==> config.mk <==
export PLATFORM = sky130hd
export DESIGN_NAME = dmem_core_arbiter
export DESIGN_NICKNAME = d
export VERILOG_FILES = /design/src/rtl/dmem_core_arbiter.sv
export SDC_FILE = /design/constraint.sdc
export NUM_CORES = 1
export LEC_CHECK = 0
export CORE_ASPECT_RATIO = 0.9
export CORE_MARGIN = 8
export CORE_UTILIZATION = 50
export CTS_CLUSTER_SIZE = 30
export DETAILED_ROUTE_END_ITERATION = 6
export PLACE_DENSITY = 0.83
export REMOVE_ABC_BUFFERS = 1
export SETUP_SLACK_MARGIN = 0.3
export SYNTH_ARGS = -nofsm -noshare
export SYNTH_HDL_FRONTEND = slang
export SYNTH_SLANG_ARGS = --single-unit
==> constraint.sdc <==
create_clock -name clk_i -period 2.1 [get_ports clk_i]
set_input_delay 0.315 -clock clk_i [delete_from_list [all_inputs] [get_ports clk_i]]
set_output_delay 0.315 -clock clk_i [all_outputs]
set_load 0.005 [all_outputs]
==> src/rtl/dmem_core_arbiter.sv <==
// Round-robin arbiter: N cores share one atomic/D-memory unit, with the grant held
// from issue until the unit reports done. Optional statistics: DMEM_ARB_STATS_EN.
//
// state  | meaning
// IDLE   | no transaction in flight; pick the next pending core round-robin
// ISSUE  | one-cycle downstream strobe; the payload registers are already loaded
// WAIT   | grant held until amo_done_i; completion is routed to the granted core
module dmem_core_arbiter #(
    parameter int N    = 4,
    parameter int XLEN = 32
) (
    input  logic              clk_i,
    input  logic              rst_ni,
    input  logic [N-1:0]      core_strobe_i,
    input  logic [N*XLEN-1:0] core_addr_i,
    input  logic [N-1:0]      core_rw_i,
    input  logic [N*XLEN-1:0] core_data_i,
    input  logic [N-1:0]      core_is_amo_i,
    input  logic [N*5-1:0]    core_amo_type_i,
    output logic [N-1:0]      core_done_o,
    output logic [XLEN-1:0]   core_data_o,
    output logic [1:0]        amo_id_o,
    output logic              amo_strobe_o,
    output logic [XLEN-1:0]   amo_addr_o,
    output logic [XLEN-1:0]   amo_data_o,
    output logic              amo_rw_o,
    output logic              amo_is_amo_o,
    output logic [4:0]        amo_type_o,
    input  logic              amo_done_i,
    input  logic [XLEN-1:0]   amo_data_i
`ifdef DMEM_ARB_STATS_EN
    ,
    output logic [N*32-1:0]   grant_cnt_o,
    output logic [31:0]       contention_cnt_o
`endif
);

    typedef enum logic [1:0] {
        S_IDLE  = 2'd0,
        S_ISSUE = 2'd1,
        S_WAIT  = 2'd2
    } state_t;

    state_t state, state_nxt;

    logic [N-1:0]    pending, pending_nxt, clr, cap;
    logic [XLEN-1:0] req_addr [N];
    logic [XLEN-1:0] req_data [N];
    logic [4:0]      req_type [N];
    logic [N-1:0]    req_rw, req_is_amo;
    logic [1:0]      rr_ptr, grant, winner;
    logic [2:0]      idx;
    logic            found, any_pending, done_evt;

    assign any_pending = |pending;
    assign done_evt    = (state == S_WAIT) && amo_done_i;

    // A strobe landing on the cycle its own done clears the bit re-arms it (set wins).
    always_comb begin
        clr = '0;
        cap = '0;
        for (int k = 0; k < N; k++) begin
            clr[k] = done_evt && (grant == 2'(k));
            cap[k] = core_strobe_i[k] && (!pending[k] || clr[k]);
        end
        pending_nxt = (pending & ~clr) | cap;
    end

    always_comb begin
        winner = rr_ptr;
        found  = 1'b0;
        idx    = '0;
        for (int i = 0; i < N; i++) begin
            idx = {1'b0, rr_ptr} + 3'(i);
            if (idx >= 3'(N)) idx = idx - 3'(N);
            if (!found && pending[idx[1:0]]) begin
                found  = 1'b1;
                winner = idx[1:0];
            end
        end
    end

    always_ff @(posedge clk_i or negedge rst_ni) begin
        if (!rst_ni) begin
            pending    <= '0;
            req_rw     <= '0;
            req_is_amo <= '0;
            for (int k = 0; k < N; k++) begin
                req_addr[k] <= '0;
                req_data[k] <= '0;
                req_type[k] <= '0;
            end
        end else begin
            pending <= pending_nxt;
            for (int k = 0; k < N; k++) begin
                if (cap[k]) begin
                    req_addr[k]   <= core_addr_i[k*XLEN +: XLEN];
                    req_data[k]   <= core_data_i[k*XLEN +: XLEN];
                    req_type[k]   <= core_amo_type_i[k*5 +: 5];
                    req_rw[k]     <= core_rw_i[k];
                    req_is_amo[k] <= core_is_amo_i[k];
                end
            end
        end
    end

    always_ff @(posedge clk_i or negedge rst_ni) begin
        if (!rst_ni) state <= S_IDLE;
        else         state <= state_nxt;
    end

    always_comb begin
        state_nxt = state;
        case (state)
            S_IDLE:  if (any_pending) state_nxt = S_ISSUE;
            S_ISSUE: state_nxt = S_WAIT;
            S_WAIT:  if (amo_done_i) state_nxt = S_IDLE;
            default: state_nxt = S_IDLE;
        endcase
    end

    always_comb begin
        amo_strobe_o = (state == S_ISSUE);
        core_done_o  = clr;
    end

    // Payload is loaded at arbitration so it is stable for the whole ISSUE..WAIT window.
    always_ff @(posedge clk_i or negedge rst_ni) begin
        if (!rst_ni) begin
            grant        <= '0;
            rr_ptr       <= '0;
            amo_addr_o   <= '0;
            amo_data_o   <= '0;
            amo_rw_o     <= 1'b0;
            amo_is_amo_o <= 1'b0;
            amo_type_o   <= '0;
        end else begin
            if (state == S_IDLE && any_pending) begin
                grant        <= winner;
                amo_addr_o   <= req_addr[winner];
                amo_data_o   <= req_data[winner];
                amo_rw_o     <= req_rw[winner];
                amo_is_amo_o <= req_is_amo[winner];
                amo_type_o   <= req_type[winner];
            end
            if (done_evt) rr_ptr <= (grant == 2'(N-1)) ? 2'd0 : grant + 2'd1;
        end
    end

    assign amo_id_o    = grant;
    assign core_data_o = amo_data_i;

`ifdef DMEM_ARB_STATS_EN
    logic [31:0] grant_cnt [N];
    logic        contended;

    always_comb begin
        contended = 1'b0;
        if (state == S_IDLE) contended = ($countones(pending) >= 2);
        else                 contended = |(pending & ~(N'(1) << grant));
    end

    always_ff @(posedge clk_i or negedge rst_ni) begin
        if (!rst_ni) begin
            contention_cnt_o <= '0;
            for (int k = 0; k < N; k++) grant_cnt[k] <= '0;
        end else begin
            if (contended) contention_cnt_o <= contention_cnt_o + 32'd1;
            for (int k = 0; k < N; k++)
                if (clr[k]) grant_cnt[k] <= grant_cnt[k] + 32'd1;
        end
    end

    always_comb begin
        for (int k = 0; k < N; k++) grant_cnt_o[k*32 +: 32] = grant_cnt[k];
    end
`endif

endmodule

==> results.md <==
* Switch share at 0.330
* CTS Sinks at 365
* Outcome: complete, but fails checks
* Initial Utilization at 0.506
* Num CTS Buffers at 39
* Crit start category: register
* Row Count at 64
* RSZ-0062 raised after global routing: yes
* Pwr dens at 1540 nW/µm²
* Placed cells at 1887
* P&R area growth vs syn at 48.8%
* Die span in y at ~190 µm
* WP data arrival at 2.53 ns
* Failing checks: setup timing
* Post-layout util at 0.753
* CTS tree: done
* H-tree depth at 2
* Post-DRT Antenna Nets at 0
* Synthesized flop and latch total at around 370
* Fill count at 1939
* Worst clock skew at between 0.015 and 0.02 ns
* Register share of total power at 0.334
* Share of layout cells above drive strength 1 at 0.391
* Vias/cell at 5.72
* Most frequent cells in the layout: 362 x dfrtp_1, 354 x clkdlybuf4s50_1, 285 x mux2_4
* Final worst slack at -0.0594 ns
* Iter 0 DRT Violations at 804
* Most common cell after layout, fill and taps aside: dfrtp_1
* Slew HR at 0.627
* Grt total ovfl at 0
* Die area at 40600 µm²
* Synth cell types at 38
* GRT Total Usage at 0.261
* Core area at 34000 µm²
* Worst Tran Pin Value at 0.559 ns
* Slew Limit Fails at 0
* Hold Crit Class: in2async
* Final nets at ~1900
* Max cap viols at 0
* Seq/Total Area, Yosys at 0.532
* Cell count after synthesis at 1095
* Wire length per cell at roughly 30 µm
* DRT Pass-1 Iters at 5
* Dpl cell area at about 21000 µm²
* CP max FO at 6
* Yosys synthesis warning count at 0
* NetSw at about 13 mW
* Leakage at 11.4 nW
* Fin crit share at 1.03
* CTS clk-pin slew, worst paths at ~0.070 ns
* Final setup vio count at 17
* Clock Power Share at 0.188
* Post-DP HPWL at 33800 µm
* Initial antenna violation count at 4
* Clock Tree Buf Depth at 3
* Post-Layout Cell Count at 2084
* First-pass GRT wire length at 81000 µm
* Root buffer cell: clkbuf_16
* Via count at 11900
* Largest net degree at the start of global routing at 74
* Max Freq at 463 MHz
* Combinational share of power at 0.478
* Ports at 433
* Avg Cell Area, Syn at 15.7 µm²
* Setup TNS at -0.218 ns
* Port Buf Inserts at between 300 and 400
* Minimum clock period at 2.16 ns
* Mapped Area at 17200 µm²
* Setup crit end kind: register
* P_int at 26.4 mW
* Setup CP Type: reg2reg
* DRC at 0
* Worst Path Required at 2.47 ns
* Primary FF master, synth: dfrtp_1
* Post-layout power at 39.4 mW
* Die X at 211 µm
* GP Congestion at 0.812
* Drt total wl at 62700 µm
* Peak supply drop at 0.741 mV
* Final Instance Area at about 26000 µm²
* Async set-or-reset flop fraction in the synthesized netlist at 1.00
* Vias in the first global route at 12800
* Clk Latency, worst-skew pair at 0.52 ns
* EDFF count, synth at 0
* Final Hold Vio Count at 0
[cell usage after synthesis, types with 2 or more instances]
master | count | area share
dfrtp_1 | 365 | 0.53
inv_2 | 3 | 0.00066
o221ai_1 | 70 | 0.036
buf_2 | 7 | 0.0020
nand2_1 | 75 | 0.016
buf_6 | 11 | 0.0072
or2b_1 | 3 | 0.0013
o22ai_1 | 3 | 0.0011
buf_4 | 32 | 0.014
nand2b_1 | 5 | 0.0018
ha_1 | 4 | 0.0029
a31oi_1 | 2 | 0.00073
mux2_4 | 280 | 0.24
mux2_2 | 2 | 0.0013
a21oi_1 | 2 | 0.00058
inv_1 | 4 | 0.00087
and2_4 | 7 | 0.0036
clkbuf_1 | 22 | 0.0048
o22a_1 | 2 | 0.0010
mux2_1 | 4 | 0.0026
o21ai_0 | 3 | 0.00087
nor3b_1 | 2 | 0.00087
nor2b_1 | 2 | 0.00073
buf_8 | 8 | 0.0070
nor2_1 | 2 | 0.00044
buf_12 | 24 | 0.028
mux2i_1 | 140 | 0.082
[critical path: stages (launching register included)]
cell and delay (ns):
dfrtp_2 0.45, nor3b_2 0.24, a31oi_1 0.08, o21ai_1 0.13, o22a_4 0.24, buf_12 0.18, buf_12 0.14, clkbuf_16 0.15
mux2i_1 0.22, o221ai_1 0.17
[sequential cells by signal (all words and copies together) (netlist names)]
signal / flops
amo_addr_o: 32
req_type: 20
amo_id_o: 2
req_rw: 4
amo_is_amo_o: 1
req_is_amo: 4
req_data: 128
amo_type_o: 5
amo_data_o: 32
state: 2
amo_rw_o: 1
pending: 4
req_addr: 128
rr_ptr: 2
[final timing paths]
path | from | to | slack, ns | cells past startpoint
min reg2reg | amo_addr_o[16]$_DFFE_PN0P_ | amo_addr_o[16]$_DFFE_PN0P_ | 0.49 | 2
max reg2reg | pending[1]$_DFF_PN0_ | amo_data_o[25]$_DFFE_PN0P_ | -0.06 | 9
max in group asynchronous | rst_ni | req_data[11]$_DFFE_PN0P_ | 0.92 | 4
min | rst_ni | amo_data_o[5]$_DFFE_PN0P_ | 0.35 | 2
max | pending[1]$_DFF_PN0_ | amo_data_o[25]$_DFFE_PN0P_ | -0.06 | 9
min in group clk_i | core_addr_i[78] | req_addr[46]$_DFFE_PN0P_ | 0.41 | 2
[power groups by stage]
stage,combinational [mW],clock (mW),sequential [mW]
after global placement,13.3,0,12.5
after global routing,19.6,7.78,13.4
after CTS,15.8,7.44,12.8
after floorplan,8.14,0,12.0
after detailed placement,13.7,0,12.7
final,18.8,7.39,13.2
[cells by family (layout without fill, tap and decap cells)]
family,after synthesis,in the layout,share of synthesized area
compound gates,87,87,0.0428
buf+inv,111,636,0.0645
simple gates,102,103,0.0279
mux,426,426,0.330
flops,365,365,0.532
fa+ha+maj,4,4,0.00291
other cells,0,1,0
[layer usage]
layer / GRT usage / share of wire / up-vias
met5: 0 / 0.00053 / -
met4: 0.0796 / 0.035 / 6
met3: 0.0684 / 0.079 / 145
met2: 0.432 / 0.48 / 647
met1: 0.334 / 0.40 / 6171
li1: - / - / 4946
[what timing repair did]
item	in CTS	in global routing
gates resized for setup	118	121
gates cloned	19	30
pin swaps	28	19
endpoints found under the hold margin	50	0
buffers inserted	39	38
hold buffers	1	0
setup endpoints to repair	361	371
[stage by stage]
step	worst slack (ns)	hold WS (ns)
after floorplan	-4.01	0.0194
after global placement	-0.187	0.304
after detailed placement	-0.244	0.303
after CTS	0.0638	0.357
after global routing	-0.111	0.386
final	-0.0594	0.353
[cell type report]
| type | instances | area [µm²] | share of cell area |
|---|---|---|---|
| clock buffers | 54 | 1160 | 0.0456 |
| diodes | 1 | 2.50 | 0.0000979 |
| flip-flops and latches | 365 | 9140 | 0.357 |
| repair buffers | 560 | 6970 | 0.272 |
| inverters | 7 | 41.3 | 0.00161 |
| clock inverters | 15 | 215 | 0.00842 |
| multi-input cells | 620 | 7470 | 0.292 |
| well taps | 462 | 578 | 0.0226 |
Power figures use the tool's default switching activity.
